**config.mk**
```make
export PLATFORM = sky130hd
export DESIGN_NAME = cordic_arbiter
export DESIGN_NICKNAME = d
export VERILOG_FILES = /design/src/rtl/cordic_wrapper_pkg.sv /design/src/rtl/rr_arbiter.sv /design/src/rtl/cordic_arbiter.sv
export SDC_FILE = /design/constraint.sdc
export NUM_CORES = 1
export LEC_CHECK = 0
export CORE_UTILIZATION = 44
export CTS_CLUSTER_DIAMETER = 150
export DETAILED_ROUTE_END_ITERATION = 12
export PLACE_DENSITY_LB_ADDON = 0.12
export SLEW_MARGIN = 25
export SYNTH_ARGS = -nofsm -noshare
export SYNTH_HDL_FRONTEND = slang
export SYNTH_SLANG_ARGS = --single-unit
```
**constraint.sdc**
```tcl
create_clock -name i_clk -period 8.38 [get_ports i_clk]
set_input_delay 1.676 -clock i_clk [delete_from_list [all_inputs] [get_ports i_clk]]
set_output_delay 1.676 -clock i_clk [all_outputs]
set_load 0.1 [all_outputs]
```
**src/rtl/cordic_wrapper_pkg.sv**
```systemverilog
// Shared types for the CORDIC wrapper: engine payload types plus the arbiter
// state encoding and default watchdog limit.
package cordic_wrapper_pkg;

    typedef logic [1:0]  cordic_func;
    typedef logic [31:0] cordic_data;

    typedef enum logic [1:0] {
        IDLE  = 2'd0,
        ISSUE = 2'd1,
        WAIT  = 2'd2,
        RESP  = 2'd3
    } arb_state_e;

    localparam int CORDIC_ARB_TIMEOUT_DEF = 64;

endpackage

```
**src/rtl/rr_arbiter.sv**
```systemverilog
// Combinational round-robin pick: first valid requester after i_ptr, wrapping
// modulo NUM_REQ. Returns one-hot grant, its index and an any-valid flag.
module rr_arbiter #(
    parameter int  NUM_REQ = 4,
    localparam int PW      = $clog2(NUM_REQ)
) (
    input  logic [NUM_REQ-1:0] i_valid,
    input  logic [PW-1:0]      i_ptr,
    output logic [NUM_REQ-1:0] o_grant,
    output logic [PW-1:0]      o_grant_idx,
    output logic               o_any
);

    logic [PW-1:0] w_idx;
    logic          w_hit;

    // Scan ptr+1 .. ptr+NUM_REQ; the first hit masks every later candidate.
    always_comb begin
        o_grant     = {NUM_REQ{1'b0}};
        o_grant_idx = {PW{1'b0}};
        o_any       = 1'b0;
        w_idx       = {PW{1'b0}};
        w_hit       = 1'b0;
        for (int k = 1; k <= NUM_REQ; k++) begin
            w_idx          = PW'((int'(i_ptr) + k) % NUM_REQ);
            w_hit          = i_valid[w_idx] & ~o_any;
            o_grant[w_idx] = o_grant[w_idx] | w_hit;
            o_grant_idx    = w_hit ? w_idx : o_grant_idx;
            o_any          = o_any | w_hit;
        end
    end

endmodule

```
**src/rtl/cordic_arbiter.sv**
```systemverilog
// Shares one CORDIC engine between NUM_REQ requesters: round-robin accept,
// single-cycle issue, wait for done (with watchdog), then return the response.
module cordic_arbiter
    import cordic_wrapper_pkg::*;
#(
    parameter int  NUM_REQ = 4,
    parameter int  TIMEOUT = CORDIC_ARB_TIMEOUT_DEF,
    localparam int TO_W    = $clog2(TIMEOUT + 1),
    localparam int PW      = $clog2(NUM_REQ)
) (
    input  logic                     i_clk,
    input  logic                     i_rst,
    input  logic       [NUM_REQ-1:0] i_req_valid,
    input  cordic_func [NUM_REQ-1:0] i_req_func,
    input  cordic_data [NUM_REQ-1:0] i_req_data,
    output logic       [NUM_REQ-1:0] o_req_ready,
    output logic       [NUM_REQ-1:0] o_rsp_valid,
    input  logic       [NUM_REQ-1:0] i_rsp_ready,
    output cordic_data               o_rsp_data,
    output logic                     o_rsp_err,
    output logic                     o_cordic_valid,
    output cordic_func               o_cordic_func,
    output cordic_data               o_cordic_data,
    input  logic                     i_cordic_done,
    input  cordic_data               i_cordic_data,
    output logic                     o_busy,
    output logic                     o_spurious
);

    arb_state_e          r_state;
    arb_state_e          w_next;
    logic [PW-1:0]       r_rr_ptr;
    logic [PW-1:0]       r_owner;
    logic [TO_W-1:0]     r_wd;
    logic [NUM_REQ-1:0]  r_rsp_valid;
    cordic_data          r_rsp_data;
    logic                r_rsp_err;
    logic                r_cordic_valid;
    cordic_func          r_cordic_func;
    cordic_data          r_cordic_data;
    logic                r_spurious;

    logic [NUM_REQ-1:0]  w_grant;
    logic [PW-1:0]       w_grant_idx;
    logic                w_any;
    logic                w_timeout;
    logic [NUM_REQ-1:0]  w_owner_oh;

    rr_arbiter #(.NUM_REQ(NUM_REQ)) u_rr (
        .i_valid     (i_req_valid),
        .i_ptr       (r_rr_ptr),
        .o_grant     (w_grant),
        .o_grant_idx (w_grant_idx),
        .o_any       (w_any)
    );

    assign w_timeout  = (r_wd == TO_W'(TIMEOUT - 1));
    assign w_owner_oh = {{(NUM_REQ-1){1'b0}}, 1'b1} << r_owner;

    // State register.
    always_ff @(posedge i_clk or negedge i_rst) begin
        if (!i_rst) begin
            r_state <= IDLE;
        end else begin
            r_state <= w_next;
        end
    end

    // Next-state decode; done takes priority over the watchdog expiring.
    always_comb begin
        w_next = r_state;
        case (r_state)
            IDLE:    w_next = w_any ? ISSUE : IDLE;
            ISSUE:   w_next = WAIT;
            WAIT: begin
                if (i_cordic_done) begin
                    w_next = RESP;
                end else if (w_timeout) begin
                    w_next = RESP;
                end else begin
                    w_next = WAIT;
                end
            end
            RESP:    w_next = i_rsp_ready[r_owner] ? IDLE : RESP;
            default: w_next = IDLE;
        endcase
    end

    // Ready is held low while reset is asserted so nothing appears accepted.
    always_comb begin
        o_req_ready = {NUM_REQ{1'b0}};
        if ((r_state == IDLE) && i_rst) begin
            o_req_ready = w_grant;
        end else begin
            o_req_ready = {NUM_REQ{1'b0}};
        end
    end

    // Payload, watchdog and pointer registers. The watchdog counts cycles
    // since the issue pulse, so the ISSUE cycle itself is already cycle 1.
    always_ff @(posedge i_clk or negedge i_rst) begin
        if (!i_rst) begin
            r_rr_ptr       <= PW'(NUM_REQ - 1);
            r_owner        <= {PW{1'b0}};
            r_wd           <= {TO_W{1'b0}};
            r_rsp_valid    <= {NUM_REQ{1'b0}};
            r_rsp_data     <= 32'd0;
            r_rsp_err      <= 1'b0;
            r_cordic_valid <= 1'b0;
            r_cordic_func  <= 2'd0;
            r_cordic_data  <= 32'd0;
        end else begin
            case (r_state)
                IDLE: begin
                    if (w_any) begin
                        r_owner        <= w_grant_idx;
                        r_cordic_func  <= i_req_func[w_grant_idx];
                        r_cordic_data  <= i_req_data[w_grant_idx];
                        r_cordic_valid <= 1'b1;
                    end
                end
                ISSUE: begin
                    r_cordic_valid <= 1'b0;
                    r_wd           <= TO_W'(1);
                end
                WAIT: begin
                    if (i_cordic_done) begin
                        r_rsp_data  <= i_cordic_data;
                        r_rsp_err   <= 1'b0;
                        r_rsp_valid <= w_owner_oh;
                    end else if (w_timeout) begin
                        r_rsp_data  <= 32'd0;
                        r_rsp_err   <= 1'b1;
                        r_rsp_valid <= w_owner_oh;
                    end else begin
                        r_wd <= r_wd + TO_W'(1);
                    end
                end
                RESP: begin
                    if (i_rsp_ready[r_owner]) begin
                        r_rsp_valid <= {NUM_REQ{1'b0}};
                        r_rr_ptr    <= r_owner;
                    end
                end
                default: begin
                    r_cordic_valid <= 1'b0;
                end
            endcase
        end
    end

    // Sticky flag for an engine done that arrives when nothing is pending.
    always_ff @(posedge i_clk or negedge i_rst) begin
        if (!i_rst) begin
            r_spurious <= 1'b0;
        end else if (i_cordic_done && (r_state != WAIT)) begin
            r_spurious <= 1'b1;
        end
    end

    assign o_rsp_valid    = r_rsp_valid;
    assign o_rsp_data     = r_rsp_data;
    assign o_rsp_err      = r_rsp_err;
    assign o_cordic_valid = r_cordic_valid;
    assign o_cordic_func  = r_cordic_func;
    assign o_cordic_data  = r_cordic_data;
    assign o_busy         = (r_state != IDLE);
    assign o_spurious     = r_spurious;

endmodule

```
==> results of run 1 <==
==> cells in the mapped netlist, types with 6 or more instances <==
| cell | n | area share, % |
|---|---|---|
| clkbuf_1 | 40 | 3.0 |
| and3_1 | 34 | 4.2 |
| a22o_1 | 32 | 5.6 |
| a21oi_1 | 6 | 0.60 |
| a211oi_1 | 38 | 5.7 |
| and2_1 | 35 | 4.4 |
| mux2_2 | 8 | 1.8 |
| o21ai_0 | 16 | 1.6 |
| nand3_1 | 11 | 1.1 |
| nor2_1 | 17 | 1.3 |
| a31oi_1 | 7 | 0.87 |
| nor3_1 | 6 | 0.60 |
| nand2_1 | 127 | 9.5 |
| inv_1 | 7 | 0.52 |
| o31ai_1 | 36 | 5.4 |
| dfrtp_1 | 84 | 42 |
==> stage by stage <==
step / std cells / setup WS, ps / util [%] / area, um^2
after floorplan: 571 / 1550 / - / 5020
after detailed placement: 925 / 1840 / 69.7 / 7650
final: 941 / 1790 / 72.5 / 7970
after CTS: 941 / 1840 / 72.5 / 7960
after global placement: 925 / 1900 / 69.6 / 7650
after global routing: 941 / 1690 / 72.5 / 7970
==> layout make-up <==
type | instances | area (um^2)
Multi-Input combinational cell | 429 | 2700
Fill cell | 847 | 3020
Clock buffer | 10 | 239
Clock inverter | 6 | 75.1
Sequential cell | 86 | 2150
Inverter | 8 | 30.0
Timing Repair Buffer | 262 | 2590
Tap cell | 140 | 175
==> layout by cell type, fill, tap and decap left out, drive strengths merged, types with 8 or more instances in the layout <==
cell	Yosys	layout
nand3	11	11
dfrtp	84	84
buf	8	12
and3	34	34
a211oi	38	38
o31ai	36	36
mux2	8	8
nand2	127	127
nor2	17	17
inv	7	11
a22o	32	32
clkbuf	40	10
clkdlybuf4s50	0	250
and2	38	38
o21ai	17	17
==> logic make-up after synthesis <==
kind of cell | after synthesis | synth area share, %
buffers and inverters | 56 | 4.39
flip-flops | 86 | 42.9
XOR/XNOR | 2 | 0.349
adder cells (fa/ha/maj) | 5 | 1.25
AO/OA/AOI/OAI | 158 | 23.8
AND/OR/NAND/NOR | 252 | 24.0
multiplexers | 12 | 3.34
==> registers in the layout (all words and copies together), names as in the netlist <==
register / cells
r_wd: 7
o_rsp_valid: 4
o_spurious: 1
o_cordic_func: 2
r_rr_ptr: 2
r_state: 2
o_rsp_err: 1
o_rsp_data: 32
o_cordic_valid: 1
o_cordic_data: 32
r_owner: 2
==> metal layers <==
| layer | vias up | share of wire [%] | global-route usage, % |
|---|---|---|---|
| met3 | 18 | 9.0 | 6.93 |
| met4 | 0 | 1.7 | 9.36 |
| met1 | 2515 | 39 | 30.9 |
| li1 | 2528 | - | - |
| met2 | 239 | 51 | 48.3 |
| met5 | - | 0 | 0 |
==> final timing paths <==
path | cells after the start | start | end
worst max-delay path | 9 | i_req_valid[0] | o_req_ready[3]
worst min-delay path | 2 | o_cordic_data[1]$_DFFE_PN0P_ | o_cordic_data[1]$_DFFE_PN0P_
worst max register to register | 8 | r_rr_ptr[0]$_DFFE_PN1P_ | o_cordic_data[2]$_DFFE_PN0P_
worst min register to register | 2 | o_cordic_data[1]$_DFFE_PN0P_ | o_cordic_data[1]$_DFFE_PN0P_
max in group asynchronous | 2 | i_rst | o_cordic_data[8]$_DFFE_PN0P_
min in group asynchronous | 1 | i_rst | o_cordic_data[7]$_DFFE_PN0P_
==> worst register-to-register path, cell delays in order, from the launching register on <==
cell	delay, ps
dfstp_2	830
clkinv_1	380
ha_1	450
mux4_2	450
nor2_1	290
o221a_4	710
nand2_1	180
and3_1	220
o31ai_1	180
==> qor.csv, run 1 <==
stage,metric,value,unit
floorplanning,Die Span X,109,um
cells_and_area,Area Overhead vs Synth,58.7,%
worst_setup_path,Critical Path End Type,output port,
grt,first-pass GRT wire length,24600,um
timing,Tmin final,6590,ps
floorplanning,Die Y,109,um
grt,largest net degree at the start of global routing,83,
cells_and_area,Final nets,980,
worst_setup_path,Setup CP Type,input port to output port,
clock_network,clock sinks,86,
min_path,min-delay worst type,flop to flop,
drt,via count,5300,
place,placed wire-length estimate,11800,um
clock_network,worst skew pair latency,340,ps
worst_setup_path,worst path bufs/invs,2,
worst_setup_path,crit path DAT,4910,ps
synthesis,prevailing post-synth register cell,dfrtp_1,
worst_setup_path,critical-path cell list,clkdlybuf4s50_1 > mux4_2 > mux4_2 > a221oi_1 > mux2_2 > a2111o_1 > o311a_1 > a311oi_2 > buf_4,
synthesis,"Distinct cells, synth",50,
synthesis,Async SR Flop Fraction,100,%
clock_network,Worst-path clk slew,60,ps
worst_setup_path,family with the most delay on the worst path,multiplexers,
drt,drt wl/cell,17.1,um
synthesis,Mapped Cells,571,
synthesis,Synth Cell Area,0.00502,mm^2
timing,RSZ-0062 raised after global routing,no,
floorplanning,Ports,257,
drt,Detail Route Antenna Nets,0,
worst_setup_path,crit start category,input port,
clock_network,H-Tree Depth,3,
place,routability congestion estimate,0.906,
cells_and_area,ratio of cells with drive above 1 in the final layout,6.24,%
worst_setup_path,Critical Path RT,6700,ps
drt,first-pass iteration count of the detailed router,4,
synthesis,Syn Area/Cell,8.79,um^2
outcome,outcome,completed,
timing,fin. max-slew vios,0,
floorplanning,Initial Util,45.7,%
timing,max frequency,152,MHz
clock_network,Clock Tree Buf Depth,2,
clock_network,root buffer cell,clkbuf_16,
timing,Setup TNS Final,0,ps
synthesis,number of synthesized flops with an enable pin,0,
timing,Max-Slew Margin vs Limit,31.3,%
timing,final setup vio count,0,
floorplanning,num rows,38,
grt,number of global-route vias before repair,5037,
synthesis,yosys warns,0,
drt,DRC,0,
place,input/output buffers,256,
synthesis,sequential-to-total area share from yosys stat,42.9,%
grt,GRT Total Usage,26.9,%
floorplanning,core box area,0.0110,mm^2
timing,Fin. Hold Viols,0,
cells_and_area,antenna cell count,0,
grt,initial antenna violation count,0,
clock_network,post-CTS setup buffer count,0,
timing,hold slack,474,ps
worst_setup_path,slowest cell on the critical path,mux4_2,
timing,clock skew,15.7,ps
drt,drt total wl,16100,um
clock_network,# hold bufs at CTS,0,
synthesis,"flops & latches, synth",86,
drt,1st-iter DRT viols,261,
clock_network,CTS buffer count,9,
clock_network,post-CTS sizing,0,
timing,period utilization,78.6,%
drt,vias per inst,5.63,
worst_setup_path,Crit path largest cell delay,680,ps
floorplanning,Die ar.,0.0118,mm^2
clock_network,CTS tree,done,
worst_setup_path,Worst Path Max Fanout,13,
worst_setup_path,R2R setup slack,4600,ps
synthesis,syn nets,755,
worst_setup_path,Most Frequent Cell on Critical Path,mux4_2,
job,max_cap viols,0,
timing,Tightest Pin Transition,1030,ps
grt,GR Overflow Total,0,
Power of run 1 is left out: the tool's default activity adds up to more than one toggle a clock period on the data nets, which glitch-free logic cannot reach.
==> run 2: changes to the inputs <==
Settings changed: CORE_UTILIZATION 44 to 41.
Clock period 8.38 ns to 6.1 ns, I/O delays scaled along.
==> qor.csv, run 2 (synthesis results as in run 1) <==
stage,metric,value,unit,change
grt,number of global-route vias before repair,5140,,+2.0%
worst_setup_path,Setup CP Type,flop to output port,,
clock_network,Clock Tree Buf Depth,2,,unchanged
grt,largest net degree at the start of global routing,70,,-16%
place,placed wire-length estimate,12200,um,+3.1%
cells_and_area,antenna cell count,0,,unchanged
floorplanning,Die Span X,113,um,+3.5%
clock_network,worst skew pair latency,340,ps,about the same
clock_network,clock sinks,86,,unchanged
worst_setup_path,Worst Path Max Fanout,25,,+12
min_path,Worst Hold Depth,2,,unchanged
outcome,outcome,completed,,
grt,GRT Total Usage,25.9,%,-1.1 points
clock_network,post-CTS setup buffer count,0,,unchanged
timing,Setup TNS Final,0,ps,unchanged
worst_setup_path,crit start category,flop,,
floorplanning,Initial Util,42.0,%,-3.7 points
drt,via count,5291,,-0.17%
grt,first-pass GRT wire length,25800,um,+4.8%
drt,DRC,0,,unchanged
cells_and_area,Final nets,983,,+0.31%
floorplanning,Die ar.,0.0127,mm^2,+7.2%
floorplanning,Ports,257,,unchanged
clock_network,CTS tree,done,,
clock_network,root buffer cell,clkbuf_16,,
worst_setup_path,R2R depth,8,,unchanged
worst_setup_path,Critical Path End Type,output port,,
drt,met2 wire length,8140,um,-0.18%
worst_setup_path,crit path DAT,4350,ps,-560 ps
timing,Max-Slew Margin vs Limit,28.9,%,-2.5 points
clock_network,post-CTS sizing,0,,unchanged
place,routability congestion estimate,0.853,,-5.8%
grt,GR Overflow Total,0,,unchanged
floorplanning,core box area,0.0120,mm^2,+8.9%
place,input/output buffers,256,,unchanged
place,dpl ws,558,ps,-1280 ps
drt,1st-iter DRT viols,358,,+37%
floorplanning,Die Y,113,um,+3.5%
cells_and_area,"most common cell after layout, fill and taps aside",clkdlybuf4s50_1,,
clock_network,Worst-path clk slew,70,ps,about the same
drt,first-pass iteration count of the detailed router,5,,+1
timing,period utilization,91.4,%,
timing,RSZ-0062 raised after global routing,no,,
cells_and_area,fill cell count,956,,+13%
drt,drt total wl,16500,um,+2.5%
drt,vias per inst,5.56,,-1.2%
job,max_cap viols,0,,unchanged
cells_and_area,most frequent cells in the layout,"251 x clkdlybuf4s50_1, 127 x nand2_1, 84 x dfrtp_1",,
drt,Detail Route Antenna Nets,0,,unchanged
clock_network,CTS buffer count,9,,unchanged
drt,WL met3,1090,um,-25%
timing,Tmin final,5570,ps,
timing,fin. max-slew vios,0,,unchanged
worst_setup_path,Critical Path RT,4880,ps,-1820 ps
floorplanning,num rows,40,,+5.3%
timing,Tightest Pin Transition,1060,ps,+36.7 ps
timing,max frequency,179,MHz,
clock_network,H-Tree Depth,3,,unchanged
drt,top routing layer used,met4,,
timing,Worst Slack Setup Final,526,ps,-1260 ps
cells_and_area,ratio of cells with drive above 1 in the final layout,6.47,%,+0.23 points
drt,drt wl/cell,17.4,um,+1.4%
timing,clock skew,12.1,ps,-3.57 ps
clock_network,# hold bufs at CTS,0,,unchanged
cells_and_area,Area Overhead vs Synth,61.9,%,
timing,final setup vio count,0,,unchanged
timing,Fin. Hold Viols,0,,unchanged
min_path,min-delay worst type,flop to flop,,
drt,Metal-1 WL,6860,um,+10%
grt,initial antenna violation count,0,,unchanged
[run 2: final cells by class]
| type | count | area [um^2] | share of cell area, % |
|---|---|---|---|
| Timing Repair Buffer | 265 | 2720 | 33.5 |
| Multi-Input combinational cell | 429 | 2700 | 33.2 |
| Sequential cell | 86 | 2150 | 26.5 |
| Clock buffer | 9 | 225 | 2.77 |
| Tap cell | 147 | 184 | 2.26 |
| Clock inverter | 7 | 115 | 1.42 |
| Inverter | 8 | 30.0 | 0.369 |
[run 2: path summary, 6_finish.rpt]
check	slack (ps)	start	endpoint
setup / recovery	530	r_rr_ptr[0]$_DFFE_PN1P_	o_req_ready[3]
hold / removal	480	o_cordic_data[11]$_DFFE_PN0P_	o_cordic_data[11]$_DFFE_PN0P_
setup reg to reg	2270	r_rr_ptr[0]$_DFFE_PN1P_	o_cordic_data[9]$_DFFE_PN0P_
hold reg to reg	480	o_cordic_data[11]$_DFFE_PN0P_	o_cordic_data[11]$_DFFE_PN0P_
max in group asynchronous	4240	i_rst	o_cordic_data[28]$_DFFE_PN0P_
min in group asynchronous	860	i_rst	o_rsp_data[7]$_DFFE_PN0P_
[run 2: through the flow]
step | std cells | instance area, um^2 | utilization, % | hold slack, ps
2_1_floorplan | 571 | 5020 | - | 495
3_3_place_gp | 933 | 7720 | 64.6 | 444
3_5_place_dp | 933 | 7730 | 64.7 | 466
4_1_cts | 949 | 8070 | 67.5 | 482
5_1_grt | 951 | 8130 | 68.0 | 499
6_report | 951 | 8130 | 68.0 | 479
[run 2: worst max-delay path, stage by stage (launching register included)]
cell and delay [ps]:
dfstp_2 840, clkinv_1 360, ha_1 460, mux4_2 460
mux4_2 370, a221oi_1 120, mux2_2 300, a2111o_1 350
o311a_1 180, a311oi_2 360, buf_12 220
[run 2: per-layer routing]
layer  vias to the layer above  global-route usage, %
met5                         -                      0
met4                         0                   9.51
met3                        26                   4.97
met2                       215                   45.8
met1                      2524                   31.2
li1                       2526                      -
Power of run 2 is left out for the same reason.
